**src/rtl/clock_pkg.sv**
```systemverilog
// Shared constants for the clock's push-button command path: channel indices,
// matching command codes and the default channel count.
package clock_pkg;

  localparam int unsigned N_CMD_DEF = 3;

  localparam int unsigned CMD_MADD = 0;
  localparam int unsigned CMD_STO0 = 1;
  localparam int unsigned CMD_RES  = 2;

  typedef enum logic [1:0] {
    CodeIdle = 2'd0,
    CodeMadd = 2'(CMD_MADD + 1),
    CodeSto0 = 2'(CMD_STO0 + 1),
    CodeRes  = 2'(CMD_RES + 1)
  } cmd_code_e;

endpackage

```
**src/rtl/cmd_latch_if.sv**
```systemverilog
// Command request/ack bundle between the button front-end and the time counter.
interface cmd_latch_if
  import clock_pkg::*;
#(
  parameter int unsigned N_CMD = N_CMD_DEF
) ();

  localparam int unsigned CODE_W = $clog2(N_CMD + 1);

  logic [N_CMD-1:0]  cmd_req;
  logic              cmd_ack;
  logic              cmd_valid;
  logic [CODE_W-1:0] cmd_code;
  logic [N_CMD-1:0]  pending;
  logic [N_CMD-1:0]  overrun;

  modport master (
    output cmd_req,
    output cmd_ack,
    input  cmd_valid,
    input  cmd_code,
    input  pending,
    input  overrun
  );

  modport slave (
    input  cmd_req,
    input  cmd_ack,
    output cmd_valid,
    output cmd_code,
    output pending,
    output overrun
  );

endinterface

```
**src/rtl/debounce_cell.sv**
```systemverilog
// Single-channel level filter: the output follows the input only after the input
// has held a new value for DB_CYCLES consecutive clocks.
module debounce_cell #(
  parameter int unsigned DB_CYCLES = 16
) (
  input  logic clk,
  input  logic rst,
  input  logic i_level,
  output logic o_level
);

  localparam int unsigned CNT_W = $clog2(DB_CYCLES + 1);
  localparam logic [CNT_W-1:0] CntLast = CNT_W'(DB_CYCLES - 1);

  logic             r_level;
  logic [CNT_W-1:0] r_cnt;

  always_ff @(posedge clk) begin
    if (rst) begin
      r_level <= 1'b0;
      r_cnt   <= '0;
    end else if (i_level == r_level) begin
      r_cnt <= '0;
    end else if (r_cnt == CntLast) begin
      r_level <= i_level;
      r_cnt   <= '0;
    end else begin
      r_cnt <= r_cnt + CNT_W'(1);
    end
  end

  assign o_level = r_level;

endmodule

```
**src/rtl/cmd_latch.sv**
```systemverilog
// Command latch / priority encoder for the push-button path.
// Define CMD_LATCH_DEBOUNCE_EN to insert a debounce_cell per channel before edge detect.
module cmd_latch
  import clock_pkg::*;
#(
  parameter int unsigned N_CMD     = N_CMD_DEF,
  parameter int unsigned DB_CYCLES = 16
) (
  input logic        clk,
  input logic        rst,
  cmd_latch_if.slave io_bus
);

  localparam int unsigned CODE_W = $clog2(N_CMD + 1);

  if (N_CMD < 2 || N_CMD > 15) begin : g_bad_n_cmd
    $error("cmd_latch: N_CMD must be in 2..15");
  end
  if (DB_CYCLES < 1) begin : g_bad_db_cycles
    $error("cmd_latch: DB_CYCLES must be at least 1");
  end

  logic [N_CMD-1:0]  r_sync1, r_sync2, r_hist, r_pending, r_overrun;
  logic [N_CMD-1:0]  w_level, w_edge, w_grant, w_ack_clr;
  logic [N_CMD-1:0]  w_pending_d, w_overrun_d;
  logic [CODE_W-1:0] w_code;
  logic              w_valid;

`ifdef CMD_LATCH_DEBOUNCE_EN
  for (genvar gi = 0; gi < N_CMD; gi++) begin : g_db
    debounce_cell #(
      .DB_CYCLES(DB_CYCLES)
    ) u_db (
      .clk    (clk),
      .rst    (rst),
      .i_level(r_sync2[gi]),
      .o_level(w_level[gi])
    );
  end
`else
  assign w_level = r_sync2;
`endif

  assign w_edge  = w_level & ~r_hist;
  // Isolate the lowest set bit: the channel currently presented.
  assign w_grant = r_pending & (~r_pending + N_CMD'(1));
  assign w_valid = |r_pending;

  always_comb begin
    w_code = '0;
    for (int i = N_CMD - 1; i >= 0; i--) begin
      if (r_pending[i]) begin
        w_code = CODE_W'(i + 1);
      end
    end
  end

  always_comb begin
    w_ack_clr = '0;
    if (io_bus.cmd_ack && w_valid) begin
      w_ack_clr = w_grant;
    end
  end

  // A new edge on a channel being acked in this cycle re-arms it without overrun.
  assign w_pending_d = w_edge | (r_pending & ~w_ack_clr);
  assign w_overrun_d = r_overrun | (w_edge & r_pending & ~w_ack_clr);

  always_ff @(posedge clk) begin
    if (rst) begin
      r_sync1   <= '0;
      r_sync2   <= '0;
      r_hist    <= '0;
      r_pending <= '0;
      r_overrun <= '0;
    end else begin
      r_sync1   <= io_bus.cmd_req;
      r_sync2   <= r_sync1;
      r_hist    <= w_level;
      r_pending <= w_pending_d;
      r_overrun <= w_overrun_d;
    end
  end

  assign io_bus.cmd_valid = w_valid;
  assign io_bus.cmd_code  = w_code;
  assign io_bus.pending   = r_pending;
  assign io_bus.overrun   = r_overrun;

endmodule

```
**src/flat_wrapper.sv**
```systemverilog
// flat-port wrapper written by rule: the top's interface ports become plain ports
module cmd_latch_flat import clock_pkg::*;
#(
  parameter int unsigned N_CMD     = N_CMD_DEF,
  parameter int unsigned DB_CYCLES = 16
)
  (clk, rst, io_bus_cmd_req, io_bus_cmd_ack, io_bus_cmd_valid, io_bus_cmd_code, io_bus_pending, io_bus_overrun);
  cmd_latch_if #(.N_CMD(N_CMD)) io_bus_i ();
  input logic clk;
  input logic rst;
  input wire logic [$bits(io_bus_i.cmd_req)-1:0] io_bus_cmd_req;
  input wire logic [$bits(io_bus_i.cmd_ack)-1:0] io_bus_cmd_ack;
  output wire logic [$bits(io_bus_i.cmd_valid)-1:0] io_bus_cmd_valid;
  output wire logic [$bits(io_bus_i.cmd_code)-1:0] io_bus_cmd_code;
  output wire logic [$bits(io_bus_i.pending)-1:0] io_bus_pending;
  output wire logic [$bits(io_bus_i.overrun)-1:0] io_bus_overrun;
  assign io_bus_i.cmd_req = io_bus_cmd_req;
  assign io_bus_i.cmd_ack = io_bus_cmd_ack;
  assign io_bus_cmd_valid = io_bus_i.cmd_valid;
  assign io_bus_cmd_code = io_bus_i.cmd_code;
  assign io_bus_pending = io_bus_i.pending;
  assign io_bus_overrun = io_bus_i.overrun;
  cmd_latch #(.N_CMD(N_CMD), .DB_CYCLES(DB_CYCLES)) u_core (.clk(clk), .rst(rst), .io_bus(io_bus_i));
endmodule
```
**config.mk**
```make
export PLATFORM = sky130hd
export DESIGN_NAME = cmd_latch_flat
export DESIGN_NICKNAME = d
export VERILOG_FILES = /design/src/rtl/clock_pkg.sv /design/src/rtl/cmd_latch_if.sv /design/src/rtl/debounce_cell.sv /design/src/rtl/cmd_latch.sv /design/src/flat_wrapper.sv
export SDC_FILE = /design/constraint.sdc
export NUM_CORES = 1
export LEC_CHECK = 0
export CORE_AREA = 2 2 39 41
export DETAILED_ROUTE_END_ITERATION = 12
export DIE_AREA = 0 0 41 43
export PLACE_DENSITY = 0.66
export RECOVER_POWER = 100
export SYNTH_ARGS = -nofsm -noshare
export SYNTH_HDL_FRONTEND = slang
export SYNTH_SLANG_ARGS = --single-unit
```
**constraint.sdc**
```tcl
create_clock -name clk -period 1.2 [get_ports clk]
set_input_delay 0.3 -clock clk [delete_from_list [all_inputs] [get_ports clk]]
set_output_delay 0.3 -clock clk [all_outputs]
set_load 0.02 [all_outputs]
```
After elaboration in Yosys (flattened, before gate mapping)
Index checks and enable logic that the tools add are counted.

operators by class
  $add $sub $neg = 1
  multiplexer cells = 4
  reductions and logical operators = 2
  bitwise gates (word level) = 10

operators by type and width
  cell                   number
  $and A3 B3 Y3          5
  $not A3 Y3             3
  $mux W2                3
  $or A3 B3 Y3           2
  $add A3 B1 Y3 const B  1
  $mux W3                1
  $reduce_or A3 Y1       1
  $logic_and A1 B1 Y1    1

storage, ports and cells
  word-level logic and storage cells = 22
  input port bits = 6
  output and inout port bits = 9
  register bits after elaboration = 15

Longest topological paths before layout
Gate-level depths: netlist (run 1).

  depth in word-level cells = 7
  mapped depth = 3
  mapped depth without buffers = 3

Worst setup path before layout (run 1)
No wires, ideal clock.

  kind = register to output
  from = reg u_core.r_pending[1] (netlist: u_core.io_bus.pending[1])
  to = out io_bus_cmd_valid
  buffers on the path = 0
  slack = 0.002 ns
  data arrival time = 0.898 ns
  cell stages (with the launch flop) = 2
  data required time = 0.900 ns
  cells stage by stage = dfxtp_1 or3_1

on the way
  word-level cells in the longest chain between the ends = 1

RTL lines
  what                      RTL line            RTL
  start: declaration        cmd_latch.sv:23     logic [N_CMD-1:0] r_sync1, r_sync2, r_hist, r_pending, r_overrun;
  start signal: assignment  cmd_latch.sv:80     r_pending <= w_pending_d;
  $reduce_or A3 Y1          cmd_latch.sv:47     assign w_valid = |r_pending;
  end: declaration          flat_wrapper.sv:13  output wire logic [$bits(io_bus_i.cmd_valid)-1:0] io_bus_cmd_valid;

No other way between the ends.

Worst setup path after layout (run 1)
  from = reg u_core.r_pending[0] (netlist: u_core.io_bus.pending[0])
  to = out io_bus_cmd_valid

The elaborated chain is that of the path after synthesis.

==> results of run 1 <==
[registers in the layout, summed over array words and instances, names as in the netlist]
signal and flops:
u_core.r_sync1 3, u_core.r_sync2 3, u_core.r_hist 3, u_core.io_bus.overrun 3, u_core.io_bus.pending 3
[area by class of cell]
class                           instances  area share (%)
Clock buffer                            4           3.596
Inverter                                2           1.027
Multi-Input combinational cell         29           25.68
Sequential cell                        15           41.44
Tap cell                               16           2.740
Timing Repair Buffer                   22           25.51
[metal layers]
layer / vias to the layer above / track usage (%) / part of all wire (%)
met5: - / 0 / 0
met4: 0 / 10.00 / 0.51
met3: 2 / 3.141 / 9.0
met2: 14 / 15.00 / 47
met1: 157 / 12.67 / 44
li1: 201 / - / -
[layout by cell type, fill, tap and decap left out]
master and count:
nor2_1 4, o21ba_1 1, o21ai_2 1, a31oi_1 1, a21o_1 1, o22ai_1 1, nand2b_4 1, a21oi_1 2
buf_4 6, nor2_2 1, clkdlybuf4s15_2 1, o21ai_1 1, clkbuf_1 2, nand2b_1 3, clkdlybuf4s50_1 4, clkbuf_4 3
clkbuf_2 4, inv_1 2, dlygate4sd3_1 1, buf_6 5, dfxtp_1 13, nor2b_1 11, or3_4 1, dfxtp_2 2
[metrics by stage]
step                      power [mW]  hold slack, ns
final                         0.9084          0.4418
after global routing          0.9638          0.4651
after CTS                     0.9209          0.4469
after global placement        0.6436          0.4164
after floorplan               0.5840          0.3716
after detailed placement      0.6449          0.4270
[power by group through the flow]
stage	combinational, mW	sequential (mW)	clock, mW
2_1_floorplan	0.0453	0.539	0
3_3_place_gp	0.112	0.532	0
3_5_place_dp	0.113	0.532	0
4_1_cts	0.116	0.520	0.284
5_1_grt	0.129	0.523	0.312
6_report	0.117	0.521	0.271
[cells by family (layout without fill, tap and decap cells)]
| family | count (synthesis) | after routing | synth area share [%] |
|---|---|---|---|
| AO/OA/AOI/OAI | 8 | 8 | 10.81 |
| buffers and inverters | 3 | 28 | 3.016 |
| flip-flops | 15 | 15 | 60.30 |
| AND/OR/NAND/NOR | 21 | 21 | 25.88 |
[worst max path at each step]
stage	startpoint	to	slack (ns)
2_1_floorplan	u_core.io_bus.pending[1]	io_bus_cmd_valid	0.002
3_3_place_gp	u_core.io_bus.pending[1]	io_bus_cmd_valid	-0.31
3_5_place_dp	u_core.io_bus.pending[1]	io_bus_cmd_valid	-0.32
4_1_cts	u_core.io_bus.pending[0]	io_bus_cmd_valid	-0.22
5_1_grt	u_core.io_bus.pending[0]	io_bus_cmd_valid	-0.25
6_report	u_core.io_bus.pending[0]	io_bus_cmd_valid	-0.21
[repair_timing]
| action | CTS | global route |
|---|---|---|
| hold buffers | 0 | 0 |
| gates resized for setup | 39 | 14 |
| pin swaps | 1 | 2 |
| buffers inserted | 2 | 2 |
| endpoints found under the setup margin | 9 | 8 |
==> flow_summary.json, run 1 <==
{
  "status": "finished, violations left",
  "violations": "setup timing",
  "r2r-end": "u_core.io_bus.pending[2]",
  "row_count": 14,
  "via_count": 374,
  "layout_min_cycle_time_ns": 1.407,
  "async_flop_share_pct": 0,
  "h-tree-depth": 1,
  "worst-path-stages": 2,
  "tns_ns": -0.4847,
  "fin_crit_sh_pct": 117.2,
  "yosysMostFrequentCell": "dfxtp_1",
  "final_hold_viol_count": 0,
  "grt_max_degree": 16,
  "synthTopCellsByArea": "dfxtp_1 (60%), nor2b_1 (14%), nand2b_1 (3.8%)",
  "synthesis.area_um2": 498.0,
  "reg2reg_setup_slack_ns": 0.05,
  "nets": 79,
  "core-area_mm2": 0.001384,
  "place_area_um2": 693.2,
  "regArea_um2": 302.8,
  "die-height_um": 43,
  "yosysWarnings": 0,
  "finalNonFillerCells": 88,
  "r2r-start": "u_core.io_bus.pending[1]",
  "clockBufferDepth": 2,
  "relSlewSlack_pct": 82.10,
  "antenna_found_initial": 0,
  "path_class": "reg2out",
  "finalSetupViolations": 4,
  "clkTransAtPathRegs_ns": 0.08,
  "finalMaxSlewViolations": 0,
  "fillCellCount": 138,
  "endpoint_kind": "primary output",
  "drive_above_1_share_pct": 34.72,
  "drtPass1Iterations": 2,
  "synth_edf_count": 0,
  "p_per_area_mw_per_mm2": 1243,
  "skew_ns": 0.0009697,
  "hold_path.startpoint": "u_core.r_sync1[0]",
  "power_frac_clock_pct": 29.8,
  "worstPathMaxFanout": 2,
  "synth_seq_area_share_pct": 60.30,
  "gr-total-overflow": 0,
  "reg2regPathDepth": 6,
  "clock_latency_ns": 0.27,
  "post-route-util_pct": 52.80,
  "cts_buffers": 3,
  "vdd_drop_max_mv": 0.6472,
  "cpMaxStageDelayCell": "or3_4",
  "whs_path_depth": 1,
  "synth_top_flop_cell": "dfxtp_1",
  "grt_pass1_wl_um": 1248,
  "p_seq_share_pct": 57.3,
  "syn-mean-instance-area_um2": 10.60,
  "multi_input_area_um2": 187.7,
  "comb_power_share_pct": 12.9,
  "ant_nets": 0,
  "switching_share_pct": 21.85,
  "viasPerCell": 4.250,
  "hold_end": "u_core.r_sync2[0]",
  "finalWirelength_um": 789,
  "tightest_slew_ns": 0.2686,
  "hpwl_um": 524.9,
  "synth.top_cell.area_share_pct": 60.30,
  "synth.ff_latch_count": 15,
  "n_antenna_cell": 0,
  "critical_path.max_stage_delay_ns": 0.37,
  "area_delta_synth_final_pct": 46.73,
  "fmax_mhz": 710.8,
  "synth_top_area_cell": "dfxtp_1",
  "cpLargestDelayFamily": "simple AND/OR/NAND/NOR gates",
  "dieArea_mm2": 0.001763,
  "p_int_uw": 709.9,
  "grt.total_usage_pct": 10.86,
  "drtIter0Drc": 2,
  "syn_inst": 47,
  "power_switching_uw": 198.5,
  "cts-root-buf": "clkbuf_4",
  "max_cap_violations": 0,
  "p_leak_nw": 0.3147,
  "start_kind": "flop",
  "crit_path_cell_trace": "or3_4 > buf_6",
  "placed_cells": 80,
  "grt_pass1_vias": 313,
  "start_util_pct": 35.99,
  "gp_congestion": 0.5633,
  "rsz0062_at_grt": "true",
  "arrival_ns": 1.11,
  "worst-path-buf-inv": 1,
  "die_w_um": 41,
  "wl_per_cell_um": 8.966,
  "synth_fp_nets": 53,
  "ys_types": 16,
  "place_ws_ns": -0.3200,
  "required_ns": 0.90,
  "yosys-top-cells-count": "dfxtp_1 (15), nor2b_1 (11), nor2_1 (4)",
  "cts_tree": "done",
  "drc": 0,
  "hold_path_class": "reg2reg",
  "finalInstanceArea_um2": 730.7,
  "ios": 15,
  "cts.sinks": 15,
  "port_buffers": 14,
  "timing.final.ws_setup_ns": -0.2068
}
Note: power is estimated with default switching activity, not from simulation.
==> run 2, diff against run 1 <==
DONT_BUFFER_PORTS = 1   (was unset)
PLACE_DENSITY = unset   (was 0.66)
==> flow_summary.json, run 2 (synthesis gave the netlist of run 1 again) <==
{
  "status": "finished, violations left",
  "violations": "setup timing",
  "final_cell_mix": "dfxtp_1 (12), nor2b_1 (11), nand2b_1 (4)",
  "die-height_um": 43,
  "drtPass1Iterations": 4,
  "required_ns": 0.90,
  "endpoint_kind": "primary output",
  "grt_max_degree": 17,
  "die_w_um": 41,
  "relSlewSlack_pct": 84.02,
  "reg2reg_setup_slack_ns": 0.14,
  "finalWirelength_um": 695,
  "final_hold_viol_count": 0,
  "path_class": "reg2out",
  "switching_share_pct": 22.22,
  "cts.sinks": 15,
  "fillCellCount": 141,
  "finalMaxSlewViolations": 0,
  "skew_ns": 0.003576,
  "grt_pass1_wl_um": 1090,
  "nets": 62,
  "clock_latency_ns": 0.28,
  "p_int_uw": 670.8,
  "rsz0062_at_grt": "true",
  "cts-root-buf": "clkbuf_4",
  "antenna_found_initial": 0,
  "max_cap_violations": 0,
  "area_delta_synth_final_pct": 17.34,
  "hpwl_um": 479.8,
  "hold_path_class": "in2reg",
  "fin_crit_sh_pct": 110.6,
  "finalNonFillerCells": 71,
  "ant_nets": 0,
  "row_count": 14,
  "cpMaxStageDelayCell": "or3_4",
  "critical_path.max_stage_delay_ns": 0.40,
  "power_frac_clock_pct": 31.8,
  "clkTransAtPathRegs_ns": 0.09,
  "worst-path-buf-inv": 0,
  "grt.total_usage_pct": 10.01,
  "placed_cells": 67,
  "core-area_mm2": 0.001384,
  "tns_ns": -0.2212,
  "grt_pass1_vias": 264,
  "start_util_pct": 35.99,
  "viasPerCell": 4.451,
  "n_antenna_cell": 0,
  "gr-total-overflow": 0,
  "finalSetupViolations": 3,
  "dieArea_mm2": 0.001763,
  "wl_per_cell_um": 9.789,
  "p_per_area_mw_per_mm2": 1476,
  "multi_input_area_um2": 186.4,
  "clockBufferDepth": 2,
  "start_kind": "flop",
  "comb_power_share_pct": 7.6,
  "crit_path_cell_trace": "or3_4",
  "layout_min_cycle_time_ns": 1.327,
  "via_count": 316,
  "cts_buffers": 3,
  "power_switching_uw": 191.7,
  "ios": 15,
  "fmax_mhz": 753.8,
  "cpLargestDelayFamily": "simple AND/OR/NAND/NOR gates",
  "timing.final.ws_setup_ns": -0.1266,
  "drc": 0,
  "tightest_slew_ns": 0.2394,
  "finalInstanceArea_um2": 584.3,
  "gp_congestion": 0.5332,
  "h-tree-depth": 1,
  "drtIter0Drc": 10,
  "cts_tree": "done",
  "regArea_um2": 304.0,
  "place_area_um2": 548.0,
  "drive_above_1_share_pct": 29.09,
  "p_leak_nw": 0.2334,
  "arrival_ns": 1.03,
  "final_common_cell": "dfxtp_1",
  "worstPathMaxFanout": 5,
  "vdd_drop_max_mv": 0.5739,
  "port_buffers": 0,
  "postCtsHoldBufs": 0,
  "p_seq_share_pct": 60.6
}
-- run 2: final cells by class --
type                       instances  area share [%]
multi-input combinational         29           31.91
timing repair buffer               5           6.638
inverter                           2           1.285
clock buffer                       3           3.854
clock inverter                     1          0.8565
tap                               16           3.426
sequential                        15           52.03
-- run 2: through the flow --
stage               util (%)  hold WS, ns  worst slack [ns]  power, mW
CTS                    43.04      0.05233           -0.1493     0.8884
global route           42.22      0.04988           -0.1690     0.9128
finish                 42.22      0.07165           -0.1266     0.8624
floorplan                  -       0.3716          0.001549     0.5840
detailed placement     39.60       0.3695           0.09823     0.5952
global placement       39.60       0.3691            0.1136     0.5940
-- run 2: repair_timing --
action,4_1_cts,5_1_grt
pin swaps,2,0
buffers inserted,0,0
endpoints found under the setup margin,3,3
resized for setup,6,1
-- run 2: power by group through the flow --
stage	Sequential [mW]	Clock, mW	Combinational, mW
after detailed placement	0.533	0	0.0621
after global placement	0.533	0	0.0614
after global routing	0.525	0.315	0.0726
final	0.523	0.274	0.0653
after floorplan	0.539	0	0.0453
after CTS	0.523	0.296	0.0691
-- run 2: final timing paths --
kind | startpoint | end | depth (start not counted)
hold / removal | rst | u_core.io_bus.pending[0] | 1
setup / recovery | u_core.io_bus.pending[1] | io_bus_cmd_valid | 1
hold reg to reg | u_core.r_sync1[2] | u_core.r_sync2[2] | 1
setup reg to reg | u_core.io_bus.pending[0] | u_core.io_bus.overrun[2] | 4
-- run 2: per-layer routing --
metal | routed length [µm] | vias up | share of wire [%] | GRT usage [%]
met5 | 0 | - | 0 | 0
met4 | 10 | 0 | 1.4 | 10.00
met3 | 72 | 2 | 10 | 4.712
met1 | 317 | 133 | 46 | 12.50
li1 | - | 164 | - | -
met2 | 295 | 17 | 42 | 11.56
